### config.mk
export PLATFORM = sky130hd
export DESIGN_NAME = control_unit
export DESIGN_NICKNAME = d
export VERILOG_FILES = /design/src/rtl/control_unit.sv
export SDC_FILE = /design/constraint.sdc
export NUM_CORES = 1
export LEC_CHECK = 0
export ABC_AREA = 1
export CAP_MARGIN = 25
export CORE_AREA = 2 2 44 46
export DETAILED_ROUTE_END_ITERATION = 7
export DIE_AREA = 0 0 46 48
export HOLD_SLACK_MARGIN = 0.1
export PLACE_DENSITY_LB_ADDON = 0.12
export SLEW_MARGIN = 20
export SYNTH_ARGS = -nofsm -noshare
export SYNTH_HDL_FRONTEND = slang
export SYNTH_SLANG_ARGS = --single-unit
### constraint.sdc
create_clock -name clk -period 0.8 [get_ports clk]
set_clock_uncertainty 0.1 [all_clocks]
set_input_delay 0.16 -clock clk [delete_from_list [all_inputs] [get_ports clk]]
set_output_delay 0.16 -clock clk [all_outputs]
set_load 0.005 [all_outputs]
### src/rtl/control_unit.sv
// RV32I main decoder: combinational decode of opcode/funct fields and branch
// flags, registered once so every control output appears one clk edge later.

package control_unit_pkg;

  typedef enum logic [3:0] {
    ALU_ADD    = 4'b0000,
    ALU_SUB    = 4'b0001,
    ALU_SLL    = 4'b0010,
    ALU_SLT    = 4'b0011,
    ALU_SLTU   = 4'b0100,
    ALU_XOR    = 4'b0101,
    ALU_SRL    = 4'b0110,
    ALU_SRA    = 4'b0111,
    ALU_OR     = 4'b1000,
    ALU_AND    = 4'b1001,
    ALU_PASS_B = 4'b1010
  } alu_op_e;

  localparam logic [6:0] OP_R      = 7'b0110011;
  localparam logic [6:0] OP_I      = 7'b0010011;
  localparam logic [6:0] OP_LOAD   = 7'b0000011;
  localparam logic [6:0] OP_STORE  = 7'b0100011;
  localparam logic [6:0] OP_BRANCH = 7'b1100011;
  localparam logic [6:0] OP_LUI    = 7'b0110111;
  localparam logic [6:0] OP_AUIPC  = 7'b0010111;
  localparam logic [6:0] OP_JAL    = 7'b1101111;
  localparam logic [6:0] OP_JALR   = 7'b1100111;

  typedef struct packed {
    alu_op_e alu_op;
    logic    reg_write;
    logic    mem_read;
    logic    mem_write;
    logic    branch;
    logic    alu_src;
  } ctrl_t;

  localparam ctrl_t CTRL_NOP = '0;

endpackage

module control_unit
  import control_unit_pkg::*;
(
  input  logic       clk,
  input  logic       rst_n,
  input  logic [6:0] opcode,
  input  logic [2:0] funct3,
  input  logic [6:0] funct7,
  input  logic       zero,
  input  logic       less_than,
  input  logic       less_than_unsigned,
  input  logic       greater_than,
  input  logic       greater_than_or_equal,
  input  logic       greater_than_or_equal_unsigned,
  output logic [3:0] ALUOp,
  output logic       RegWrite,
  output logic       MemRead,
  output logic       MemWrite,
  output logic       branch,
  output logic       ALUSrc
);

  ctrl_t ctrl_d, ctrl_q;

  // greater_than and funct7 bits other than 5 carry no meaning for this decoder.
  logic unused_inputs;
  assign unused_inputs = &{1'b0, greater_than, funct7[6], funct7[4:0]};

  // Shared R/I-type funct3 map; alt selects SUB/SRA where the caller allows it.
  function automatic alu_op_e alu_from_funct3(input logic [2:0] f3, input logic alt);
    alu_op_e op;
    case (f3)
      3'b000:  op = alt ? ALU_SUB : ALU_ADD;
      3'b001:  op = ALU_SLL;
      3'b010:  op = ALU_SLT;
      3'b011:  op = ALU_SLTU;
      3'b100:  op = ALU_XOR;
      3'b101:  op = alt ? ALU_SRA : ALU_SRL;
      3'b110:  op = ALU_OR;
      default: op = ALU_AND;
    endcase
    return op;
  endfunction

  logic branch_taken;
  logic branch_f3_ok;

  always_comb begin
    branch_taken = 1'b0;
    branch_f3_ok = 1'b1;
    case (funct3)
      3'b000:  branch_taken = zero;
      3'b001:  branch_taken = ~zero;
      3'b100:  branch_taken = less_than;
      3'b101:  branch_taken = greater_than_or_equal;
      3'b110:  branch_taken = less_than_unsigned;
      3'b111:  branch_taken = greater_than_or_equal_unsigned;
      default: branch_f3_ok = 1'b0;
    endcase
  end

  // NOTE: ctrl_d takes the all-zero default before the case so that every
  // path assigns every field; a missing assignment here would infer a latch.
  always_comb begin
    ctrl_d = CTRL_NOP;
    case (opcode)
      OP_R: begin
        ctrl_d.alu_op    = alu_from_funct3(funct3, funct7[5]);
        ctrl_d.reg_write = 1'b1;
      end
      OP_I: begin
        ctrl_d.alu_op    = alu_from_funct3(funct3, funct7[5] && (funct3 == 3'b101));
        ctrl_d.reg_write = 1'b1;
        ctrl_d.alu_src   = 1'b1;
      end
      OP_LOAD: begin
        if (funct3 inside {3'b000, 3'b001, 3'b010, 3'b100, 3'b101}) begin
          ctrl_d.alu_op    = ALU_ADD;
          ctrl_d.reg_write = 1'b1;
          ctrl_d.mem_read  = 1'b1;
          ctrl_d.alu_src   = 1'b1;
        end
      end
      OP_STORE: begin
        if (funct3 inside {3'b000, 3'b001, 3'b010}) begin
          ctrl_d.alu_op    = ALU_ADD;
          ctrl_d.mem_write = 1'b1;
          ctrl_d.alu_src   = 1'b1;
        end
      end
      OP_BRANCH: begin
        // funct3 010/011 are not RV32I branches and decode as a bubble.
        if (branch_f3_ok) begin
          ctrl_d.alu_op = ALU_SUB;
          ctrl_d.branch = branch_taken;
        end
      end
      OP_LUI: begin
        ctrl_d.alu_op    = ALU_PASS_B;
        ctrl_d.reg_write = 1'b1;
        ctrl_d.alu_src   = 1'b1;
      end
      OP_AUIPC: begin
        ctrl_d.alu_op    = ALU_ADD;
        ctrl_d.reg_write = 1'b1;
        ctrl_d.alu_src   = 1'b1;
      end
      OP_JAL: begin
        ctrl_d.alu_op    = ALU_ADD;
        ctrl_d.reg_write = 1'b1;
        ctrl_d.branch    = 1'b1;
      end
      OP_JALR: begin
        if (funct3 == 3'b000) begin
          ctrl_d.alu_op    = ALU_ADD;
          ctrl_d.reg_write = 1'b1;
          ctrl_d.branch    = 1'b1;
          ctrl_d.alu_src   = 1'b1;
        end
      end
      default: ctrl_d = CTRL_NOP;
    endcase
  end

  // NOTE: state registers use non-blocking assignment so every flop samples
  // the pre-edge value of ctrl_d regardless of process ordering.
  always_ff @(posedge clk or negedge rst_n) begin
    if (!rst_n) begin
      ctrl_q <= CTRL_NOP;
    end else begin
      ctrl_q <= ctrl_d;
    end
  end

  assign ALUOp    = ctrl_q.alu_op;
  assign RegWrite = ctrl_q.reg_write;
  assign MemRead  = ctrl_q.mem_read;
  assign MemWrite = ctrl_q.mem_write;
  assign branch   = ctrl_q.branch;
  assign ALUSrc   = ctrl_q.alu_src;

endmodule

### After elaboration in Yosys (flattened, before gate mapping)

Cells that the tools add are included.

* equality and inequality tests: 16
* muxes and demuxes: 21
* bitwise gates (word level): 1
* reduce and logical (&&, ||, !) cells: 7

Operators with widths (count)
* one-hot mux 4 bit (7 select lines): 2
* one-hot mux 4 bit (6 select lines): 1
* equality test 7 x 6 -> 1 bit (second input constant): 3
* equality test 7 bit (second input constant): 3
* equality test 7 x 5 -> 1 bit (second input constant): 2
* equality test 3 bit (second input constant): 4
* 2-to-1 mux 1 bit: 12
* equality test 7 x 2 -> 1 bit (second input constant): 1
* equality test 3 x 2 -> 1 bit (second input constant): 2
* one-hot mux 1 bit (3 select lines): 2
* one-hot mux 1 bit (6 select lines): 1
* OR reduction 6 bit: 1
* nonzero test 5 bit: 1
* OR reduction 5 bit: 1
* 2-to-1 mux 2 bit: 2
* one-hot mux 1 bit (4 select lines): 1
* equality test 3 x 1 -> 1 bit (second input constant): 1
* logical NOT 3 bit: 1
* nonzero test 3 bit: 1
* OR reduction 3 bit: 1
* logical AND 1 bit: 1
* NOT 1 bit: 1

* bits in registers: 9
* bits of input ports: 25
* word-level logic and storage cells: 51

### Longest topological paths before layout

Gate-level depths: netlist of run 1.

* word-level depth: 5
* mapped depth: 8

### Least setup slack after synthesis of run 1

OpenSTA, ideal clock, no wires.

* kind: input port to flip-flop
* start point: in funct3[0]
* end point: reg ctrl_q (netlist bit branch)
* library setup time: 0.117 ns
* data arrival time: 0.673 ns
* setup slack: -0.091 ns
* stages on the path: 7
* path through: buf_6 inv_1 nor2_1 o21ai_0 nand2_1 nand3_1 nand2_1

RTL lines
* from (decl): line 49 `input logic [2:0] funct3,`
* to (signal assigned): line 173 `ctrl_q <= ctrl_d;`
* to (decl): line 65 `ctrl_t ctrl_d, ctrl_q;`

### Final worst setup path of run 1

* start point: reg ctrl_q (netlist bit ALUOp[0])
* end point: out ALUOp[0]

RTL lines
* to (decl): line 57 `output logic [3:0] ALUOp,`

No word-level cell between the ends.

==> impl_metrics.prom, run 1 <==
# TYPE chip_impl_metric gauge
chip_impl_info{name="status",value="finished, violations left"} 1
chip_impl_info{name="violated_checks",value="negative setup slack"} 1
chip_impl_metric{name="cpPeakStageDelay",unit="ps"} 360
chip_impl_metric{name="power.internal",unit="mW"} 0.816
chip_impl_info{name="mostFrequentLayoutCells",value="14 x sky130_fd_sc_hd__nand2_1, 14 x sky130_fd_sc_hd__buf_2, 9 x sky130_fd_sc_hd__dfrtp_1"} 1
chip_impl_metric{name="core_area",unit="µm²"} 1690
chip_impl_info{name="critical_path.slowest_cell",value="sky130_fd_sc_hd__dfrtp_1"} 1
chip_impl_metric{name="powerDensity",unit="nW/µm²"} 1020
chip_impl_metric{name="mappedNetlistNets",unit=""} 112
chip_impl_metric{name="worst_hold_slack",unit="ps"} 128
chip_impl_metric{name="post_cts_hold_buffer_count",unit=""} 0
chip_impl_metric{name="fmaxAchievable",unit="MHz"} 1010
chip_impl_metric{name="rows",unit=""} 15
chip_impl_metric{name="synth_seq_area_share",unit=""} 0.373
chip_impl_metric{name="grt_total_usage",unit=""} 0.166
chip_impl_metric{name="finalHoldViolCount",unit=""} 0
chip_impl_metric{name="drv.max_cap_violation_count",unit=""} 0
chip_impl_metric{name="proportion_of_layout_cells_with_a_drive_suffix_above_1",unit=""} 0.527
chip_impl_info{name="criticalPathCategory",value="register to output port"} 1
chip_impl_metric{name="post_synth_inst_count",unit=""} 87
chip_impl_metric{name="hpwlAfterDp",unit="µm"} 1100
chip_impl_metric{name="combinationalPowerShare",unit=""} 0.300
chip_impl_metric{name="critPathMaxFanout",unit=""} 1
chip_impl_info{name="cp-end-kind",value="output port"} 1
chip_impl_metric{name="grt_first_pass_wirelength",unit="µm"} 2530
chip_impl_metric{name="floorplan.die_area",unit="µm²"} 2210
chip_impl_metric{name="postSynthAreaPerCell",unit="µm²"} 6.95
chip_impl_metric{name="antenna-diode-count",unit=""} 0
chip_impl_metric{name="cts.path.max_buffers",unit=""} 2
chip_impl_metric{name="first_global_vias",unit=""} 648
chip_impl_metric{name="yosysUniqueCellTypes",unit=""} 15
chip_impl_metric{name="clock_share_of_power",unit=""} 0.289
chip_impl_metric{name="layout_fillers",unit=""} 138
chip_impl_metric{name="crit_buf_inv",unit=""} 1
chip_impl_metric{name="port-buffer-count",unit=""} 26
chip_impl_metric{name="grt_antenna_before_repair",unit=""} 0
chip_impl_metric{name="detail_route.wl_per_cell",unit="µm"} 12.4
chip_impl_metric{name="cts.sink_count",unit=""} 9
chip_impl_metric{name="area.sequential",unit="µm²"} 225
chip_impl_metric{name="cts.reportedPaths.clkPinSlew",unit="ps"} 50
chip_impl_metric{name="power_switching_share",unit=""} 0.274
chip_impl_metric{name="core_occupancy_in_the_finished_layout",unit=""} 0.650
chip_impl_metric{name="cts_inserted_buffers",unit=""} 3
chip_impl_info{name="cp_top_family",value="flip-flops"} 1
chip_impl_info{name="critical_path.cell_chain",value="buf_2"} 1
chip_impl_info{name="cts-root-buf",value="sky130_fd_sc_hd__clkbuf_4"} 1
chip_impl_metric{name="die_outline_height",unit="µm"} 48
chip_impl_metric{name="total_power",unit="mW"} 1.12
chip_impl_info{name="startpoint_type",value="register"} 1
chip_impl_metric{name="yosys_register_bits",unit=""} 9
chip_impl_metric{name="drtPass1Iterations",unit=""} 4
chip_impl_metric{name="totalWireLength",unit="µm"} 1810
chip_impl_info{name="tritoncts",value="built"} 1
chip_impl_metric{name="pin_count",unit=""} 34
chip_impl_metric{name="final.setup.worst_slack",unit="ps"} -186
chip_impl_metric{name="die_x",unit="µm"} 46
chip_impl_info{name="worstHoldPathType",value="input port to async pin"} 1
chip_impl_metric{name="layout_min_cycle_time",unit="ps"} 986
chip_impl_metric{name="drt_drc_violations_left",unit=""} 0
chip_impl_metric{name="final-max-slew-violation-count",unit=""} 0
chip_impl_metric{name="synth.cell_area",unit="µm²"} 604
chip_impl_metric{name="setup_viol_count_final",unit=""} 12
chip_impl_metric{name="multiInputGateArea",unit="µm²"} 424
chip_impl_metric{name="final_antenna_net_count",unit=""} 0
chip_impl_metric{name="gp_routability_congestion",unit=""} 0.776
chip_impl_metric{name="globalRoute.totalOverflow",unit=""} 0
chip_impl_info{name="rsz_0062_raised_after_global_routing",value="yes"} 1
chip_impl_metric{name="finalNonFillerCells",unit=""} 146
chip_impl_metric{name="starting_density",unit=""} 0.358
chip_impl_metric{name="post-route-period-util",unit=""} 1.23
chip_impl_metric{name="drt_iter0_markers",unit=""} 10
chip_impl_metric{name="timing.slew.headroom",unit=""} 0.870
chip_impl_metric{name="syn2layout_area_growth",unit="%"} 81.8
chip_impl_metric{name="power.static_leakage",unit="nW"} 0.603
chip_impl_metric{name="place_worst_setup_slack",unit="ps"} -765
chip_impl_metric{name="yosys_warnings",unit=""} 0
chip_impl_metric{name="grt_start_max_net_pins",unit=""} 10
chip_impl_metric{name="critPathArrivalTime",unit="ps"} 730
chip_impl_metric{name="vias_per_inst",unit=""} 4.95
chip_impl_metric{name="worst_slew_pin_slew",unit="ps"} 195
chip_impl_metric{name="sequentialPowerShare",unit=""} 0.411
chip_impl_metric{name="ctsHtreeMaxLevel",unit=""} 1
chip_impl_info{name="critical_path.startpoint",value="ALUOp[0]"} 1
chip_impl_metric{name="critical_path_depth",unit=""} 1
chip_impl_metric{name="p_switching",unit="mW"} 0.307
chip_impl_metric{name="finalNetCount",unit=""} 155
chip_impl_metric{name="post-place-cells",unit=""} 135
chip_impl_info{name="crit_end",value="ALUOp[0]"} 1
chip_impl_metric{name="routed_via_count",unit=""} 722
chip_impl_metric{name="vdd_ir_drop_max",unit="mV"} 0.390
chip_impl_metric{name="critPathRequiredTime",unit="ps"} 540
## metrics by stage
| stage | setup TNS [ps] | instance area [µm²] |
|---|---|---|
| after floorplan | -196 | 619 |
| after global routing | -2180 | 1100 |
| after global placement | -8060 | 935 |
| final | -1740 | 1100 |
| after detailed placement | -8210 | 935 |
| after CTS | -1730 | 941 |
## what timing repair did
| item | CTS | global route |
|---|---|---|
| buffers inserted | 3 | 4 |
| hold endpoints to repair | 0 | 0 |
| gates resized for setup | 96 | 39 |
| setup endpoints to repair | 18 | 17 |
| pin swaps | 18 | 20 |
| gates cloned | 0 | 0 |
## kinds of logic after synthesis
logic type / Yosys count / share of synthesized area
AO/OA/AOI/OAI: 5 / 0.0414
buffers and inverters: 16 / 0.124
flip-flops: 9 / 0.373
AND/OR/NAND/NOR: 57 / 0.462
## area by class of cell
cell class	instances	share of cell area
Timing Repair Buffer	40	0.313
Tap cell	17	0.0194
Clock buffer	4	0.0239
Sequential cell	9	0.205
Multi-Input combinational cell	62	0.386
Inverter	14	0.0524
## state kept, by name, indices dropped and copies added (netlist names)
register  flops
ALUOp         4
ALUSrc        1
MemRead       1
MemWrite      1
RegWrite      1
branch        1
## cells in the mapped netlist
cell type	number	area, µm²
sky130_fd_sc_hd__inv_1	13	48.8
sky130_fd_sc_hd__nor2b_1	1	6.26
sky130_fd_sc_hd__nand2_2	3	18.8
sky130_fd_sc_hd__dfrtp_1	9	225
sky130_fd_sc_hd__inv_2	1	3.75
sky130_fd_sc_hd__buf_6	2	22.5
sky130_fd_sc_hd__and3_1	1	6.26
sky130_fd_sc_hd__nor2_2	3	18.8
sky130_fd_sc_hd__nand2_1	18	67.6
sky130_fd_sc_hd__nand3_1	14	70.1
sky130_fd_sc_hd__nor3_2	3	30.0
sky130_fd_sc_hd__nand3b_1	1	7.51
sky130_fd_sc_hd__nor2_1	11	41.3
sky130_fd_sc_hd__nand4_1	2	12.5
sky130_fd_sc_hd__o21ai_0	5	25.0
## power groups by stage
stage          Clock (mW)  Combinational (mW)  Sequential, mW
2_1_floorplan           0               0.108           0.471
3_3_place_gp            0               0.255           0.470
3_5_place_dp            0               0.256           0.470
4_1_cts             0.340               0.254           0.462
5_1_grt             0.351               0.367           0.462
6_report            0.324               0.338           0.462
## layer usage
metal  global-route usage  vias up  wire (µm)
li1                     -      360          -
met1                0.177      320        680
met2                0.292       34        936
met3               0.0151        8        120
met4                0.143        0         68
met5                    0        -          0
## worst min-delay path by stage
stage	startpoint	to	slack, ps
2_1_floorplan	rst_n	ALUOp[0]	-240
3_3_place_gp	rst_n	MemRead	390
3_5_place_dp	rst_n	MemRead	390
4_1_cts	rst_n	MemRead	120
5_1_grt	rst_n	MemWrite	130
6_report	rst_n	MemWrite	130
Power figures use the tool's default switching activity.
==> run 2: changes to the inputs <==
--- a/config.mk
+++ b/config.mk
@@ -7,9 +7,9 @@
 export LEC_CHECK = 0
 export ABC_AREA = 1
 export CAP_MARGIN = 25
-export CORE_AREA = 2 2 44 46
+export CORE_AREA = 3 3 45 47
 export DETAILED_ROUTE_END_ITERATION = 7
-export DIE_AREA = 0 0 46 48
+export DIE_AREA = 0 0 48 50
 export HOLD_SLACK_MARGIN = 0.1
 export PLACE_DENSITY_LB_ADDON = 0.12
 export SLEW_MARGIN = 20
==> run 2 against run 1 <==
The flow still finishes with violations (negative setup slack). Cell count down 2.1%. Clock power shrank 2%. Combinational power decreased by 7.7%. Sequential share of layout area is 0.93 points higher. Global-route usage is 3.1 points lower. Cell area shrank 4.3%. First-iteration DRC count up 90%. Sequential power barely moved. Routed wire length shrank 19%.
==> impl_metrics.prom, run 2 (same netlist as run 1, synthesis figures left out) <==
# TYPE chip_impl_metric gauge
chip_impl_metric{name="largest_reg_flops",unit=""} 4
chip_impl_metric{name="critPathRequiredTime",unit="ps"} 540
chip_impl_metric{name="antenna-diode-count",unit=""} 0
chip_impl_metric{name="grt_first_pass_wirelength",unit="µm"} 2330
chip_impl_metric{name="timing.slew.headroom",unit=""} 0.881
chip_impl_metric{name="cts.path.max_buffers",unit=""} 2
chip_impl_metric{name="worst_hold_slack",unit="ps"} 116
chip_impl_info{name="critical_path.startpoint",value="MemWrite"} 1
chip_impl_metric{name="final-max-slew-violation-count",unit=""} 0
chip_impl_info{name="worstHoldPathType",value="input port to register"} 1
chip_impl_info{name="startpoint_type",value="register"} 1
chip_impl_info{name="status",value="finished, violations left"} 1
chip_impl_info{name="critical_path.slowest_cell",value="sky130_fd_sc_hd__dfrtp_1"} 1
chip_impl_metric{name="vdd_ir_drop_max",unit="mV"} 0.417
chip_impl_info{name="violated_checks",value="negative setup slack"} 1
chip_impl_metric{name="drtPass1Iterations",unit=""} 4
chip_impl_metric{name="proportion_of_layout_cells_with_a_drive_suffix_above_1",unit=""} 0.492
chip_impl_info{name="cp_top_family",value="flip-flops"} 1
chip_impl_metric{name="vias_per_inst",unit=""} 4.85
chip_impl_metric{name="gp_routability_congestion",unit=""} 0.835
chip_impl_metric{name="starting_density",unit=""} 0.358
chip_impl_metric{name="die_outline_height",unit="µm"} 50
chip_impl_metric{name="worst_hold_path.num_cells",unit=""} 4
chip_impl_metric{name="detail_route.wl_per_cell",unit="µm"} 10.2
chip_impl_metric{name="place_worst_setup_slack",unit="ps"} -736
chip_impl_metric{name="cts_inserted_buffers",unit=""} 3
chip_impl_metric{name="syn2layout_area_growth",unit="%"} 73.9
chip_impl_metric{name="rows",unit=""} 15
chip_impl_metric{name="drv.max_cap_violation_count",unit=""} 0
chip_impl_metric{name="power.static_leakage",unit="nW"} 0.580
chip_impl_metric{name="routed_via_count",unit=""} 694
chip_impl_metric{name="grt_antenna_before_repair",unit=""} 0
chip_impl_metric{name="cts.reportedPaths.clkPinSlew",unit="ps"} 50
chip_impl_metric{name="die_x",unit="µm"} 48
chip_impl_metric{name="layout_min_cycle_time",unit="ps"} 986
chip_impl_metric{name="ctsHtreeMaxLevel",unit=""} 1
chip_impl_metric{name="totalWireLength",unit="µm"} 1460
chip_impl_metric{name="final.setup.worst_slack",unit="ps"} -186
chip_impl_metric{name="cts.sink_count",unit=""} 9
chip_impl_metric{name="crit_buf_inv",unit=""} 1
chip_impl_info{name="rsz_0062_raised_after_global_routing",value="yes"} 1
chip_impl_metric{name="critPathMaxFanout",unit=""} 1
chip_impl_metric{name="post-route-period-util",unit=""} 1.23
chip_impl_metric{name="finalNetCount",unit=""} 152
chip_impl_info{name="criticalPathCategory",value="register to output port"} 1
chip_impl_metric{name="globalRoute.totalOverflow",unit=""} 0
chip_impl_metric{name="critPathArrivalTime",unit="ps"} 730
chip_impl_metric{name="grt_start_max_net_pins",unit=""} 10
chip_impl_info{name="cts-root-buf",value="sky130_fd_sc_hd__clkbuf_4"} 1
chip_impl_metric{name="grt_total_usage",unit=""} 0.134
chip_impl_metric{name="post_cts_hold_buffer_count",unit=""} 0
chip_impl_metric{name="drt_iter0_markers",unit=""} 19
chip_impl_info{name="critical_path.cell_chain",value="buf_2"} 1
chip_impl_metric{name="critical_path_depth",unit=""} 1
chip_impl_metric{name="cpPeakStageDelay",unit="ps"} 360
chip_impl_metric{name="fmaxAchievable",unit="MHz"} 1010
chip_impl_metric{name="port-buffer-count",unit=""} 26
chip_impl_info{name="tritoncts",value="built"} 1
chip_impl_metric{name="floorplan.die_area",unit="µm²"} 2400
chip_impl_metric{name="finalHoldViolCount",unit=""} 0
chip_impl_metric{name="total_power",unit="mW"} 1.09
chip_impl_metric{name="powerDensity",unit="nW/µm²"} 1040
chip_impl_metric{name="worst_slew_pin_slew",unit="ps"} 177
chip_impl_metric{name="final_antenna_net_count",unit=""} 0
chip_impl_metric{name="core_area",unit="µm²"} 1690
chip_impl_metric{name="pin_count",unit=""} 34
chip_impl_metric{name="first_global_vias",unit=""} 608
chip_impl_metric{name="drt_drc_violations_left",unit=""} 0
chip_impl_metric{name="hpwlAfterDp",unit="µm"} 1110
chip_impl_metric{name="setup_viol_count_final",unit=""} 9
chip_impl_info{name="worstHoldStart",value="opcode[2]"} 1
chip_impl_info{name="mostFrequentLayoutCells",value="15 x sky130_fd_sc_hd__buf_2, 14 x sky130_fd_sc_hd__nand2_1, 9 x sky130_fd_sc_hd__dfrtp_1"} 1
chip_impl_info{name="cp-end-kind",value="output port"} 1
chip_impl_info{name="mostFrequentLayoutCell",value="sky130_fd_sc_hd__buf_2"} 1
[run 2: routing by layer]
layer | track usage | wire length [µm]
met5 | 0 | 0
met4 | 0.0897 | 27
met3 | 0.0146 | 97
met2 | 0.233 | 776
met1 | 0.139 | 559
[run 2: per-stage QoR]
stage	std cells	instance area, µm²	TNS (ps)	utilization
after CTS	142	975	-1700	0.577
after global placement	136	942	-7700	0.558
after detailed placement	136	942	-7900	0.558
final	143	1050	-1570	0.622
after global routing	143	1050	-1930	0.622
after floorplan	87	619	-196	-
[run 2: area by class of cell]
class                      instances  area, µm²
inverter                          14       60.1
timing repair buffer              37        305
multi-input combinational         62        413
fill                             156        638
clock buffer                       4       26.3
tap                               17       21.3
sequential                         9        225
[run 2: worst paths after layout]
| kind | slack [ps] | endpoint |
|---|---|---|
| setup / recovery | -190 | MemWrite |
| hold / removal | 120 | MemWrite |
| max in group asynchronous | 370 | branch |
| min in group asynchronous | 130 | MemWrite |
[run 2: repair_timing]
item                                    CTS  global route
pin swaps                                22            21
endpoints found under the hold margin     0             0
resized for setup                       102            24
setup buffers                             2             1
endpoints found under the setup margin   18            15
[run 2: where the power goes]
part | internal [mW] | switching, mW
Clock | 0.190 | 0.127
Combinational | 0.152 | 0.160
Sequential | 0.461 | 0.000868
